[src/rtl/if_pkg.sv]
// Shared types and constants for the RV32IM instruction-fetch stage.
package if_pkg;

    typedef enum logic [1:0] {
        FETCH = 2'd0,
        HOLD  = 2'd1,
        DRAIN = 2'd2
    } if_state_e;

    localparam logic [31:0] NOP_INSTR_C          = 32'h0000_0013;
    localparam logic [31:0] DEFAULT_RESET_VECTOR = 32'h0000_0000;

    function automatic logic [31:0] pc_plus4(input logic [31:0] pc);
        return pc + 32'd4;
    endfunction

endpackage

[src/rtl/if_id_pipeline_register.sv]
// IF/ID pipeline register: load a fetched instruction, hold, or insert a bubble.
module if_id_pipeline_register import if_pkg::*; #(
    parameter logic [31:0] NOP_INSTR = NOP_INSTR_C
) (
    input  logic        clk,
    input  logic        rst,
    input  logic        load,
    input  logic        bubble,
    input  logic [31:0] next_pc,
    input  logic [31:0] next_instr,
    output logic [31:0] if_pc,
    output logic [31:0] if_instruction,
    output logic [31:0] if_pc_plus4,
    output logic        if_valid
);

    logic [31:0] pc_r;
    logic [31:0] instr_r;
    logic [31:0] pc_plus4_r;
    logic        valid_r;

    // Load wins over bubble; a bubble keeps the PC fields of the previous entry.
    always_ff @(posedge clk or posedge rst) begin
        if (rst) begin
            pc_r       <= 32'h0000_0000;
            instr_r    <= NOP_INSTR;
            pc_plus4_r <= 32'h0000_0000;
            valid_r    <= 1'b0;
        end else if (load) begin
            pc_r       <= next_pc;
            instr_r    <= next_instr;
            pc_plus4_r <= pc_plus4(next_pc);
            valid_r    <= 1'b1;
        end else if (bubble) begin
            instr_r    <= NOP_INSTR;
            valid_r    <= 1'b0;
        end else begin
            pc_r       <= pc_r;
            instr_r    <= instr_r;
            pc_plus4_r <= pc_plus4_r;
            valid_r    <= valid_r;
        end
    end

    assign if_pc          = pc_r;
    assign if_instruction = instr_r;
    assign if_pc_plus4    = pc_plus4_r;
    assign if_valid       = valid_r;

endmodule

[src/rtl/if_fetch_stage.sv]
// Instruction-fetch stage: PC, variable-latency imem handshake, skid buffer, IF/ID register.
// Optional stall counter output enabled by defining IF_PERF_COUNTERS_EN.
module if_fetch_stage import if_pkg::*; #(
    parameter logic [31:0] RESET_VECTOR = DEFAULT_RESET_VECTOR,
    parameter logic [31:0] NOP_INSTR    = NOP_INSTR_C
) (
    input  logic        CLK,
    input  logic        RST,
    input  logic        STALL,
    input  logic        BRANCH_TAKEN,
    input  logic [31:0] BRANCH_TARGET,
    output logic [31:0] IMEM_ADDR,
    output logic        IMEM_READ,
    input  logic [31:0] IMEM_READDATA,
    input  logic        IMEM_BUSYWAIT,
    output logic [31:0] IF_PC,
    output logic [31:0] IF_INSTRUCTION,
    output logic [31:0] IF_PC_PLUS4,
`ifdef IF_PERF_COUNTERS_EN
    output logic [31:0] PERF_FETCH_STALLS,
`endif
    output logic        IF_VALID
);

    if_state_e   state_r;
    if_state_e   state_s;
    logic [31:0] pc_r;
    logic [31:0] pc_s;
    logic [31:0] target_r;
    logic [31:0] target_s;
    logic [31:0] buf_pc_r;
    logic [31:0] buf_instr_r;
    logic        buf_load_s;
    logic        buf_clear_s;
    logic        ifid_load_s;
    logic        ifid_bubble_s;
    logic [31:0] ifid_pc_s;
    logic [31:0] ifid_instr_s;

    // PC stays put during DRAIN, so it is also the address of the read being drained.
    assign IMEM_ADDR = pc_r;
    assign IMEM_READ = (state_r != HOLD) && !RST;

    // Next-state, PC, skid-buffer and IF/ID control; a redirect overrides everything.
    always_comb begin
        state_s       = state_r;
        pc_s          = pc_r;
        target_s      = target_r;
        buf_load_s    = 1'b0;
        buf_clear_s   = 1'b0;
        ifid_load_s   = 1'b0;
        ifid_bubble_s = 1'b0;
        ifid_pc_s     = pc_r;
        ifid_instr_s  = IMEM_READDATA;
        if (BRANCH_TAKEN) begin
            ifid_bubble_s = 1'b1;
            buf_clear_s   = 1'b1;
            if ((state_r != HOLD) && IMEM_BUSYWAIT) begin
                target_s = BRANCH_TARGET;
                state_s  = DRAIN;
            end else begin
                pc_s    = BRANCH_TARGET;
                state_s = FETCH;
            end
        end else begin
            case (state_r)
                FETCH: begin
                    if (!IMEM_BUSYWAIT) begin
                        if (!STALL) begin
                            ifid_load_s = 1'b1;
                            pc_s        = pc_plus4(pc_r);
                        end else begin
                            buf_load_s = 1'b1;
                            state_s    = HOLD;
                        end
                    end else begin
                        ifid_bubble_s = !STALL;
                    end
                end
                HOLD: begin
                    if (!STALL) begin
                        ifid_load_s  = 1'b1;
                        ifid_pc_s    = buf_pc_r;
                        ifid_instr_s = buf_instr_r;
                        pc_s         = pc_plus4(pc_r);
                        buf_clear_s  = 1'b1;
                        state_s      = FETCH;
                    end else begin
                        state_s = HOLD;
                    end
                end
                DRAIN: begin
                    ifid_bubble_s = !STALL;
                    if (!IMEM_BUSYWAIT) begin
                        pc_s    = target_r;
                        state_s = FETCH;
                    end else begin
                        state_s = DRAIN;
                    end
                end
                default: begin
                    state_s = FETCH;
                end
            endcase
        end
    end

    // FSM, PC, saved redirect target and skid buffer registers.
    always_ff @(posedge CLK or posedge RST) begin
        if (RST) begin
            state_r     <= FETCH;
            pc_r        <= RESET_VECTOR;
            target_r    <= 32'h0000_0000;
            buf_pc_r    <= 32'h0000_0000;
            buf_instr_r <= 32'h0000_0000;
        end else begin
            state_r  <= state_s;
            pc_r     <= pc_s;
            target_r <= target_s;
            if (buf_load_s) begin
                buf_pc_r    <= pc_r;
                buf_instr_r <= IMEM_READDATA;
            end else if (buf_clear_s) begin
                buf_pc_r    <= 32'h0000_0000;
                buf_instr_r <= 32'h0000_0000;
            end else begin
                buf_pc_r    <= buf_pc_r;
                buf_instr_r <= buf_instr_r;
            end
        end
    end

    if_id_pipeline_register #(
        .NOP_INSTR (NOP_INSTR)
    ) u_if_id (
        .clk            (CLK),
        .rst            (RST),
        .load           (ifid_load_s),
        .bubble         (ifid_bubble_s),
        .next_pc        (ifid_pc_s),
        .next_instr     (ifid_instr_s),
        .if_pc          (IF_PC),
        .if_instruction (IF_INSTRUCTION),
        .if_pc_plus4    (IF_PC_PLUS4),
        .if_valid       (IF_VALID)
    );

`ifdef IF_PERF_COUNTERS_EN
    logic [31:0] perf_cnt_r;

    // Saturating count of cycles spent waiting on instruction memory.
    always_ff @(posedge CLK or posedge RST) begin
        if (RST) begin
            perf_cnt_r <= 32'h0000_0000;
        end else if (IMEM_READ && IMEM_BUSYWAIT && (perf_cnt_r != 32'hFFFF_FFFF)) begin
            perf_cnt_r <= perf_cnt_r + 32'd1;
        end else begin
            perf_cnt_r <= perf_cnt_r;
        end
    end

    assign PERF_FETCH_STALLS = perf_cnt_r;
`endif

endmodule

[config.mk]
export PLATFORM = sky130hd
export DESIGN_NAME = if_fetch_stage
export DESIGN_NICKNAME = d
export VERILOG_FILES = /design/src/rtl/if_pkg.sv /design/src/rtl/if_id_pipeline_register.sv /design/src/rtl/if_fetch_stage.sv
export SDC_FILE = /design/constraint.sdc
export NUM_CORES = 1
export LEC_CHECK = 0
export BUFFER_PORTS_ARGS = -buffer_cell sky130_fd_sc_hd__buf_2
export CORE_ASPECT_RATIO = 0.5
export CORE_MARGIN = 2
export CORE_UTILIZATION = 50
export DETAILED_ROUTE_END_ITERATION = 8
export PLACE_DENSITY = 0.73
export SLEW_MARGIN = 15
export SYNTH_ARGS = -nofsm -noshare
export SYNTH_HDL_FRONTEND = slang
export SYNTH_HIERARCHICAL = 1
export SYNTH_SLANG_ARGS = --single-unit
export TNS_END_PERCENT = 100
[constraint.sdc]
create_clock -name CLK -period 5.7 [get_ports CLK]
set_clock_uncertainty 0.2 [all_clocks]
set_input_delay 0.855 -clock CLK [delete_from_list [all_inputs] [get_ports CLK]]
set_output_delay 0.855 -clock CLK [all_outputs]
set_load 0.05 [all_outputs]
# After elaboration in Yosys (flattened, before gate mapping)
# Cells that the tools add are included.
# totals
register_bits	227
wordCells	68
# op_classes
addsub	2
n_eq_ne	7
n_mux	39
reduce_logical	11
# op_table
cell	n
$mux 32	16
$pmux 32 s3	1
$add 32x3->32 const B	2
$mux 1	14
$mux 2	5
$ne 3x3->1 const B	3
$pmux 2 s3	1
$pmux 1 s2	2
$reduce_and 2->1	2
$reduce_and 4->1	1
$reduce_bool 2->1	2
$reduce_bool 4->1	1
$eq 2x1->1 const B	1
$eq 2x2->1 const B	1
$logic_and 1x1->1	2
$logic_not 1->1	2
$logic_not 2->1	1
$ne 2x1->1 const B	1
$ne 2x2->1 const B	1

# Logic depth before layout (Yosys ltp)
# logic_depth
word_depth	6
depth_mapped	11
depth_no_buf	9

# Modules after synthesis
# The synthesis kept the hierarchy.
# modules_own_cells
module	instances	cells_per_inst	area_per_inst_um2
if_fetch_stage	1	622	6730.2
if_id_pipeline_register	1	394	4237.8

# Worst setup path after synthesis
# Ideal clock, no wire load.
# synth_timing
kind	input-to-output
startpoint	in RST
endpoint	out IMEM_READ
t_arrival_ns	4.242
required_time_ns	4.645
slack_ns	0.403
stages	2
n_path_buf	0
cell_sequence	inv_1 -> and2_1
# synth_between
elab_chain_cells	2
# synth_rtl
item	line_no	text
from (decl)	if_fetch_stage.sv:8	input logic RST,
$logic_not 1->1 (no source line)	n/a	
$logic_and 1x1->1	if_fetch_stage.sv:42	assign IMEM_READ = (state_r != HOLD) && !RST;
to (decl)	if_fetch_stage.sv:13	output logic IMEM_READ,
# Every way passes these cells.

# Worst setup path after layout
# layout_timing
startpoint	reg state_r[0]
endpoint	reg u_if_id.pc_plus4_r[28], in the netlist u_if_id/if_pc_plus4[28]
# layout_between
elab_chain_cells	4
elab_cells_between_ends	7
# layout_rtl
item	line_no	text
from (decl)	if_fetch_stage.sv:25	if_state_e state_r;
from (signal assigned)	if_fetch_stage.sv:117	state_r <= state_s;
$eq 2x1->1	if_fetch_stage.sv:66	case (state_r)
$mux 32	if_fetch_stage.sv:66	
$mux 32	if_fetch_stage.sv:55	if (BRANCH_TAKEN) begin
named net ifid_pc_s[11]	if_fetch_stage.sv:37	logic [31:0] ifid_pc_s;
$add 32x3->32	if_pkg.sv:14	return pc + 32'd4;
to (signal assigned)	if_id_pipeline_register.sv:32	pc_plus4_r <= pc_plus4(next_pc);
to (signal assigned)	if_id_pipeline_register.sv:40	pc_plus4_r <= pc_plus4_r;
to (decl)	if_id_pipeline_register.sv:19	logic [31:0] pc_plus4_r;
# The timed path passes the listed nets, and every way through them passes these cells.
# A chain may end at the register's enable or synchronous reset.

==> results.json <==
{
  "clk_pin_slew_worst_paths_ns": 0.07,
  "stdcell_count": 1495,
  "cts_resized": 0,
  "grt_use_met2": 0.395,
  "yosysTopAreaCellShare": 0.507,
  "grtUsageTotal": 0.258,
  "required_ns": 5.94,
  "hold_viol_final": 0,
  "gp_congestion": 0.888,
  "use_met3": 0.0369,
  "cts_tree": "yes",
  "final_cell_mix": "dfrtp_1, buf_2, mux2_2",
  "rsz0062_at_grt": "false",
  "crit_path_start_kind": "register",
  "syn-instance-count": 1016,
  "dieArea_um2": 23200,
  "drive_above_1_share": 0.319,
  "yosysTopAreaCell": "dfrtp_1",
  "syn-cell-area_um2": 11000,
  "vias": 8932,
  "core.rowCount": 38,
  "wl_um": 30000,
  "yosysUniqueCellTypes": 68,
  "synth-xor-area-share": 0.0144,
  "via_per_inst": 5.97,
  "power_density_nw_per_um2": 431,
  "die_h_um": 109,
  "setup_viol": 0,
  "drc": 0,
  "core_um2": 21600,
  "synth_compound_area_frac": 0.165,
  "final_area_um2": 13000,
  "clock-root-buffer": "clkbuf_16",
  "use_met1": 0.385,
  "grt_start_max_net_pins": 90,
  "synth_simple_gate_area_frac": 0.136,
  "syn_nets": 1087,
  "synthAdderAreaFrac": 0.00228,
  "die_w_um": 213,
  "place_hpwl_um": 20300,
  "cts.sinks": 225,
  "dr.pass1.iters": 5,
  "r2r_setup_slack_ns": 2.06,
  "antenna_found_initial": 0,
  "ctsHoldBuffers": 0,
  "yosys-top-cells-area": "dfrtp_1, mux2_2, a22o_1, o21ai_0, nand2_1",
  "period_needed_ns": 3.64,
  "leakage_nw": 5.83,
  "slew_violations": 0,
  "mostFrequentLayoutCell": "dfrtp_1",
  "power.total_mw": 5.59,
  "synth.avg_cell_area_um2": 10.8,
  "clk_latency_ns": 0.51,
  "port-buffer-count": 198,
  "grt_pass1_vias": 8505,
  "post-route-util": 0.601,
  "cp.arrival_ns": 3.88,
  "start_util": 0.508,
  "worstMarginPinSlew_ns": 0.993,
  "dp_cells": 1455,
  "setup_ws_ns": 2.06,
  "fmaxAchievable_mhz": 275,
  "synth-seq-cells": 225,
  "outcome": "finished, final reports clean",
  "critPathMaxFanout": 41,
  "grt_pass1_wl_um": 47200,
  "pre_cts_slack_ns": 1.57,
  "fin_crit_sh": 0.638,
  "yosysSeqAreaShare": 0.514,
  "criticalPathCategory": "register to register",
  "placed_area_um2": 12200,
  "holdCritPathClass": "input port to asynchronous set/reset pin",
  "cts_buffers": 22,
  "antenna_left": 0,
  "cap_violations": 0,
  "setup_tns_ns": 0,
  "gr-total-overflow": 0,
  "clockBufferDepth": 3,
  "cts_htree_levels": 1,
  "busiest_layer": "met2",
  "syn_to_final_growth_pct": 18.3,
  "n_antenna_cell": 0,
  "synth_edf_count": 0,
  "synth_top_family_by_area": "compound AO/OA/AOI/OAI gates",
  "io-pin-count": 199,
  "fin_hold_ws_ns": 0.148,
  "yosysWarnings": 6,
  "drt_iter0_drc": 1130,
  "cts_setup_buffers": 0,
  "synth_top_flop_cell": "dfrtp_1",
  "async_reset_ff_frac": 1.00,
  "muxShareOfSynthArea": 0.133,
  "slew_headroom": 0.331,
  "nNetsFinal": 1250,
  "ir_drop_mv": 0.314,
  "critPathCaptureType": "register",
  "wl_per_cell_um": 20.0
}
## worst paths after layout
check | startpoint | to | cells after the start
max in group asynchronous | RST | IMEM_ADDR[14] | 4
min in group CLK | u_if_id/if_valid | u_if_id/if_valid | 1
worst max register to register | state_r[0] | u_if_id/if_pc_plus4[28] | 9
worst max-delay path | state_r[0] | u_if_id/if_pc_plus4[28] | 9
worst min-delay path | RST | buf_instr_r[27] | 2
worst min register to register | u_if_id/if_valid | u_if_id/if_valid | 1
## metal layers
layer | vias to the layer above | wire, um
met1 | 4474 | 13800
met3 | 58 | 1850
li1 | 4057 | -
met5 | - | 0
met2 | 343 | 13500
met4 | 0 | 774
## cells by family after synthesis
kind of cell	Yosys count
AO/OA/AOI/OAI	267
XOR/XNOR	18
adder cells (fa/ha/maj)	2
buffers and inverters	92
flip-flops	225
multiplexers	130
AND/OR/NAND/NOR	282
## worst max-delay path, stage by stage, from the launching register on
cell	delay, ns
dfrtp_1	0.53
nand2b_1	0.14
nor3_2	0.39
buf_4	0.56
nand2_1	0.10
o21ai_0	0.21
and4_4	0.34
nand4_2	0.35
or4_1	0.55
a31oi_1	0.18
## cell type report
cell class	count	area, um2
Clock buffer	26	586
Clock inverter	14	220
Fill cell	1830	8610
Inverter	17	70.1
Multi-Input combinational cell	699	4970
Sequential cell	225	5630
Tap cell	300	375
Timing Repair Buffer	214	1120
## Yosys cell counts, types with 17 or more instances
library cell and n:
dfrtp_1 222, buf_2 29, nand2_1 83, mux2_1 17, a22o_1 68, nand3_1 19, a31oi_1 18, mux2_2 106
o21ai_0 76, clkbuf_1 40, nand2b_1 32, a21oi_1 41, nor2_1 59
## power by group
group	total (mW)	switching (mW)	internal (mW)
clock	1.62	0.651	0.970
combinational	1.82	1.34	0.487
sequential	2.14	0.263	1.88
total	5.59	2.25	3.34
## state kept, by name, indices dropped and copies added (netlist names)
| register | cells |
|---|---|
| u_if_id/if_pc_plus4 | 30 |
| IMEM_ADDR | 32 |
| buf_pc_r | 32 |
| target_r | 32 |
| u_if_id/if_pc | 32 |
| buf_instr_r | 32 |
| u_if_id/if_valid | 1 |
| state_r | 2 |
| u_if_id/if_instruction | 32 |
Note: power is estimated with default switching activity, not from simulation.
